File: src/rtl/acc_addr_seq.sv
// acc_addr_seq: strided accumulator address generator with pass counting and a configurable output pipeline
module acc_addr_seq #(
   parameter int COUNTER_WIDTH = 32,
   parameter int MATRIX_WIDTH  = 14,
   parameter int LEN_WIDTH     = 8,
   parameter int REPS_WIDTH    = 16,
   parameter int OUT_LATENCY   = 2
) (
   input  logic                     clk,
   input  logic                     rst,
   input  logic                     enable,
   input  logic                     load,
   input  logic [COUNTER_WIDTH-1:0] start_val,
   input  logic [LEN_WIDTH-1:0]     length,
   input  logic [COUNTER_WIDTH-1:0] stride,
   input  logic [REPS_WIDTH-1:0]    reps,
   output logic [COUNTER_WIDTH-1:0] ctr_val,
   output logic                     ctr_valid,
   output logic                     wrap,
   output logic                     done,
   output logic                     busy
);
   localparam int SW = COUNTER_WIDTH + 3;
   typedef enum logic {IDLE, ACTIVE} state_t;
   state_t                   state_q;
   logic [COUNTER_WIDTH-1:0] addr_q, start_q, stride_q;
   logic [LEN_WIDTH-1:0]     len_q, idx_q;
   logic [REPS_WIDTH-1:0]    reps_q, pass_q;
   logic                     issue, wrap_c, done_c;
   logic [SW-1:0]            stage_d, stage_o;
   assign issue   = (state_q == ACTIVE) && enable && !load;
   assign wrap_c  = idx_q == len_q - LEN_WIDTH'(1);
   assign done_c  = wrap_c && (reps_q != '0) && (pass_q == reps_q - REPS_WIDTH'(1));
   assign stage_d = {addr_q, issue, issue && wrap_c, issue && done_c};
   assign {ctr_val, ctr_valid, wrap, done} = stage_o;
   always_ff @(posedge clk) begin
      if (rst) begin
         state_q  <= IDLE;
         addr_q   <= '0;
         start_q  <= '0;
         stride_q <= '0;
         len_q    <= '0;
         idx_q    <= '0;
         reps_q   <= '0;
         pass_q   <= '0;
      end else if (load) begin
         state_q  <= ACTIVE;
         addr_q   <= start_val;
         start_q  <= start_val;
         stride_q <= stride;
         len_q    <= (length == '0) ? LEN_WIDTH'(MATRIX_WIDTH) : length;
         idx_q    <= '0;
         reps_q   <= reps;
         pass_q   <= '0;
      end else if (issue) begin
         if (wrap_c) begin
            addr_q <= start_q;
            idx_q  <= '0;
            pass_q <= pass_q + REPS_WIDTH'(1);
            if (done_c) state_q <= IDLE;
         end else begin
            addr_q <= addr_q + stride_q;
            idx_q  <= idx_q + LEN_WIDTH'(1);
         end
      end
   end
   generate
      if (OUT_LATENCY == 0) begin : g_comb
         assign stage_o = stage_d;
         assign busy    = state_q == ACTIVE;
      end else begin : g_pipe
         logic [SW-1:0] pipe_q [OUT_LATENCY];
         logic          any_v;
         always_ff @(posedge clk) begin
            if (rst) begin
               for (int i = 0; i < OUT_LATENCY; i++) pipe_q[i] <= '0;
            end else begin
               pipe_q[0] <= stage_d;
               for (int i = 1; i < OUT_LATENCY; i++) pipe_q[i] <= pipe_q[i-1];
            end
         end
         always_comb begin
            any_v = 1'b0;
            for (int i = 0; i < OUT_LATENCY; i++) any_v = any_v | pipe_q[i][2];
         end
         assign stage_o = pipe_q[OUT_LATENCY-1];
         assign busy    = (state_q == ACTIVE) || any_v;
      end
   endgenerate
endmodule

File: config.mk
export PLATFORM = sky130hd
export DESIGN_NAME = acc_addr_seq
export DESIGN_NICKNAME = d
export VERILOG_FILES = /design/src/rtl/acc_addr_seq.sv
export SDC_FILE = /design/constraint.sdc
export NUM_CORES = 1
export LEC_CHECK = 0
export ABC_AREA = 1
export CAP_MARGIN = 20
export CORE_ASPECT_RATIO = 2
export CORE_MARGIN = 1
export CORE_UTILIZATION = 55
export CTS_BUF_LIST = sky130_fd_sc_hd__clkbuf_8 sky130_fd_sc_hd__clkbuf_16
export DETAILED_ROUTE_END_ITERATION = 16
export GPL_TIMING_DRIVEN = 0
export PLACE_DENSITY = 0.89
export SLEW_MARGIN = 20
export SYNTH_ARGS = -nofsm -noshare
export SYNTH_HDL_FRONTEND = slang
export SYNTH_SLANG_ARGS = --single-unit
File: constraint.sdc
create_clock -name clk -period 2.2 [get_ports clk]
set_input_delay 0.33 -clock clk [delete_from_list [all_inputs] [get_ports clk]]
set_output_delay 0.33 -clock clk [all_outputs]
set_load 0.02 [all_outputs]
Word level (Yosys, flattened, before mapping)
Memories as Yosys holds them, arrays and structs flattened.
Index checks and enable logic that the tools add are counted.
{ "word_totals": {"reg_bits": 145, "mem_bits_rw": 70, "out_inout_bits": 36, "elab_cells": 49, "mem_count": 1} }
{ "op_classes": {"add_sub_neg": 5, "n_eq_ne": 2, "n_mux": 14, "bitwise": 3, "n_reduce_logical": 16} }
{ "memory_table": {"columns": ["memory", "depth", "width", "read_ports", "rd_clocked_by_memory_dff", "write_ports", "line", "source"], "rows": [
  ["g_pipe.pipe_q", 2, 35, 2, 0, 2, "72", "logic [SW-1:0] pipe_q [OUT_LATENCY];"]
]} }
{ "op_table": {"columns": ["op", "count"], "rows": [
  ["$mux W32", 3],
  ["$mux W35", 2],
  ["$add A32 B32 Y32", 1],
  ["$add A16 B1 Y16 const B", 1],
  ["$eq A16 B16 Y1", 1],
  ["$mux W8", 2],
  ["$reduce_bool A16 Y1", 1],
  ["$sub A16 B1 Y16 const B", 1],
  ["$add A8 B1 Y8 const B", 1],
  ["$eq A8 B8 Y1", 1],
  ["$logic_not A8 Y1", 1],
  ["$sub A8 B1 Y8 const B", 1],
  ["$mux W1", 7],
  ["$logic_and A1 B1 Y1", 6],
  ["$reduce_bool A2 Y1", 3],
  ["$or A1 B1 Y1", 3],
  ["$reduce_and A3 Y1", 1],
  ["$reduce_and A2 Y1", 1],
  ["$reduce_or A2 Y1", 1],
  ["$logic_not A1 Y1", 1],
  ["$logic_or A1 B1 Y1", 1]
]} }

Longest topological paths before layout
{ "logic_depth": {"ltp_word": 8, "mapped_depth": 16, "ltp_nobuf": 16} }

Worst setup path before layout
Ideal clock, no wire load.
{ "synth_path": {"path_kind": "register to register", "startpoint": "register addr_q[0]", "endpoint": "register addr_q[30]", "t_arrival_ns": 1.877, "required_time_ns": 2.083, "slack_ns": 0.206, "path_stages_with_launch": 16, "n_path_buf": 0, "period_less_slack_ns": 1.994, "cell_sequence": "dfxtp_1 -> ha_1 -> inv_1 -> fa_1 -> inv_1 -> nand3_1 -> nand2_1 -> nand2_1 -> nand2_1 -> nand2_1 -> nand2_1 -> nand2_1 -> nand3_1 -> nand3_1 -> a21oi_1 -> nor2_1"} }
{ "synth_via": {"elab_chain_cells": 4} }
{ "synth_lines": {"columns": ["element", "line", "source"], "rows": [
  ["start: declaration", "26", "logic [COUNTER_WIDTH-1:0] addr_q, start_q, stride_q;"],
  ["start signal: assignment", "48", "addr_q <= start_val;"],
  ["start signal: assignment", "57", "addr_q <= start_q;"],
  ["start signal: assignment", "62", "addr_q <= addr_q + stride_q;"],
  ["$add A32 B32 Y32", "62", null],
  ["$mux W32", "56", "if (wrap_c) begin"],
  ["$mux W32", "55", "end else if (issue) begin"],
  ["$mux W32", "46", "end else if (load) begin"]
]} }
Every way passes these cells. The select of a mux whose other input is x is not followed.
A chain may end at the register's enable or synchronous reset.

Worst setup path after layout
{ "layout_path": {"startpoint": "register addr_q[19]", "endpoint": "register addr_q[20]"} }
Same word-level chain as after synthesis.

==> results.cfg <==
[power]
leakage_nw = 6.309
vdd_ir_drop_max_uv = 639.0
power_mw = 9.584
p_per_area_nw_per_um2 = 697.1

[worst_setup_path]
worstPathRequired_ns = 2.61
end_kind = flip-flop
cp-start-kind = flip-flop
cp_data_arrival_time_ns = 2.57
worstSetupPathType = flip-flop to flip-flop
cp_max_fo = 5

[drt]
drtIter0Drc = 888
wl_um = 36630
drcViolationCount = 0
vias = 11650
detail-route-antenna-nets = 0
via_per_inst = 5.479
firstDrtPassIters = 6
wl_per_cell_um = 17.23

[yosys]
synth_top_area_frac = 0.3841
synth_common_cells = 393 x nand2_1, 256 x inv_1, 255 x nor2_1
ys_seq_area_frac = 0.3841
yosysUniqueCellTypes = 38
synth_seq_cells = 215
synth_area_leaders = dfxtp_1 38%, nand2_1 13%, inv_1 8.6%, nor2_1 8.5%, o21ai_0 5.0%
syn_nets = 1820
async_reset_ff_frac = 0
yosys_warnings = 0
syn_area_per_cell_um2 = 6.623
synth-edff-count = 0
synth_most_common_cell = nand2_1
synth_area_leader_cell = dfxtp_1
ys.flop_type = dfxtp_1
syn_inst = 1692
synth.cell_area_um2 = 11210

[final_layout]
synthToLayoutAreaGrowth_pct = 22.69
nNetsFinal = 1978
drive_gt1_frac = 0.08101
design_area_um2 = 13750
n_fill_cell = 1661
n_antenna_cell = 0

[timing]
clock-skew-final_ns = 0.01081
rsz0062_at_grt = yes
finalCritPeriodShare = 0.9789
slew_headroom = 0.4640
finalSetupTns_ns = 0
period_needed_ns = 2.154
slew_viol_final = 0
finalSetupViolCount = 0
max_freq_ghz = 0.4643
hold_viol_final = 0
worst_pin_slew_ns = 0.8040

[clock_tree]
htreeDepth = 1
cts_tree = built
path_clk_slew_ns = 0.07
cts_hold_buf = 0
clock_path_buffers = 3
root_buffer = clkbuf_16
clk_latency_ns = 0.52
numCtsBuffers = 20
clkSinkCount = 215

[place]
place_congestion = 1.027
hpwl_um = 27720
io_buffers = 125
postPlaceCellArea_um2 = 12780

[die]
io_pins = 128
rows = 73
die_area_um2 = 20980
dieHeight_um = 203.9
start_util = 0.5628
fp.dieW_um = 102.9
fp.coreArea_um2 = 19910

[global_routing]
use_met2 = 0.6393
grt_usage = 0.3591
met3_usage = 0.05951
grt_start_max_net_pins = 18
first_global_vias = 11610
overflow = 0
top_usage_layer = met2
grt_pass1_wl_um = 56560
grt_antenna_before_repair = 0
met1_usage = 0.3443

[outcome]
status = finished clean

[job]
cap_violations = 0

[hold_path]
hold_path_class = input port to flip-flop
-- worst max-delay path: stages (launching register included) --
cell	delay, ns
dfxtp_1	0.38
ha_1	0.40
nand2_1	0.13
nor2_1	0.15
inv_1	0.10
nor2_2	0.16
nand4_1	0.24
nand4_1	0.17
nand3_1	0.12
a21oi_1	0.15
nor2_1	0.05
-- final cells by class --
| class | instances | area, um^2 | area share |
|---|---|---|---|
| plain buffers | 89 | 491.7 | 0.03577 |
| clock buffers | 26 | 594.3 | 0.04323 |
| clock inverters | 10 | 68.82 | 0.005005 |
| inverters | 259 | 980.9 | 0.07135 |
| multi-input cells | 1129 | 5637 | 0.4100 |
| flip-flops and latches | 215 | 4314 | 0.3138 |
| well taps | 262 | 327.8 | 0.02384 |
| repair buffers | 136 | 1334 | 0.09701 |
-- per-stage QoR --
step | hold WS, ns | std cells | utilization | setup WS [ns]
finish | 0.2413 | 2126 | 0.6905 | 0.04644
global route | 0.2792 | 2126 | 0.6905 | -0.03040
CTS | 0.2425 | 2118 | 0.6790 | 0.002711
detailed placement | 0.3931 | 2079 | 0.6421 | -0.4016
global placement | 0.3896 | 2079 | 0.6421 | -0.3790
floorplan | 0.3883 | 1692 | - | 0.2064
-- per-layer routing --
metal,part of all wire,vias to the layer above
met5,0,-
met4,0.099,0
met3,0.070,221
met2,0.51,592
met1,0.32,5236
li1,-,5600
-- state kept, by name, summed over array words and instances (netlist names) --
register and flops:
addr_q 32, g_pipe.pipe_q 70, idx_q 8, len_q 8, pass_q 16, reps_q 16
start_q 32, state_q 1, stride_q 32
-- cells in the final DEF, fill, tap and decap left out, drive strengths merged, types with 18 or more instances in the layout --
cell type	count
dfxtp	215
a21oi	104
buf	59
ha	35
clkdlybuf4s50	125
clkbuf	67
nand2	395
inv	261
xor2	22
nand3	85
nor2	260
o21ai	119
xnor2	18
nor3	18
-- cell families (layout without fill, tap and decap cells) --
family | Yosys count | in the layout | synth area share
compound gates | 264 | 264 | 0.1258
xor+xnor | 40 | 40 | 0.03126
fa+ha+maj | 36 | 36 | 0.04087
buf+inv | 348 | 520 | 0.1302
flops | 215 | 215 | 0.3841
simple gates | 789 | 789 | 0.2877
-- final timing paths --
| path | start | endpoint | slack [ns] | cells after the start |
|---|---|---|---|---|
| hold reg to reg | g_pipe.pipe_q[0][23] | g_pipe.pipe_q[0][58] | 0.40 | 2 |
| setup / recovery | addr_q[19] | addr_q[20] | 0.05 | 10 |
| hold / removal | rst | g_pipe.pipe_q[0][5] | 0.24 | 2 |
| setup reg to reg | addr_q[19] | addr_q[20] | 0.05 | 10 |
-- where the power goes --
group	total, mW	switching [mW]	internal, mW
registers	4.28	0.168	4.11
logic	1.79	1.09	0.699
clock network	3.51	1.58	1.93
-- repair_timing --
| item | CTS | global route |
|---|---|---|
| gates resized for setup | 15 | 50 |
| setup endpoints to repair | 12 | 42 |
| setup buffers | 3 | 8 |
| pin swaps | 3 | 14 |
No activity file was read; power rests on OpenSTA's default activity.
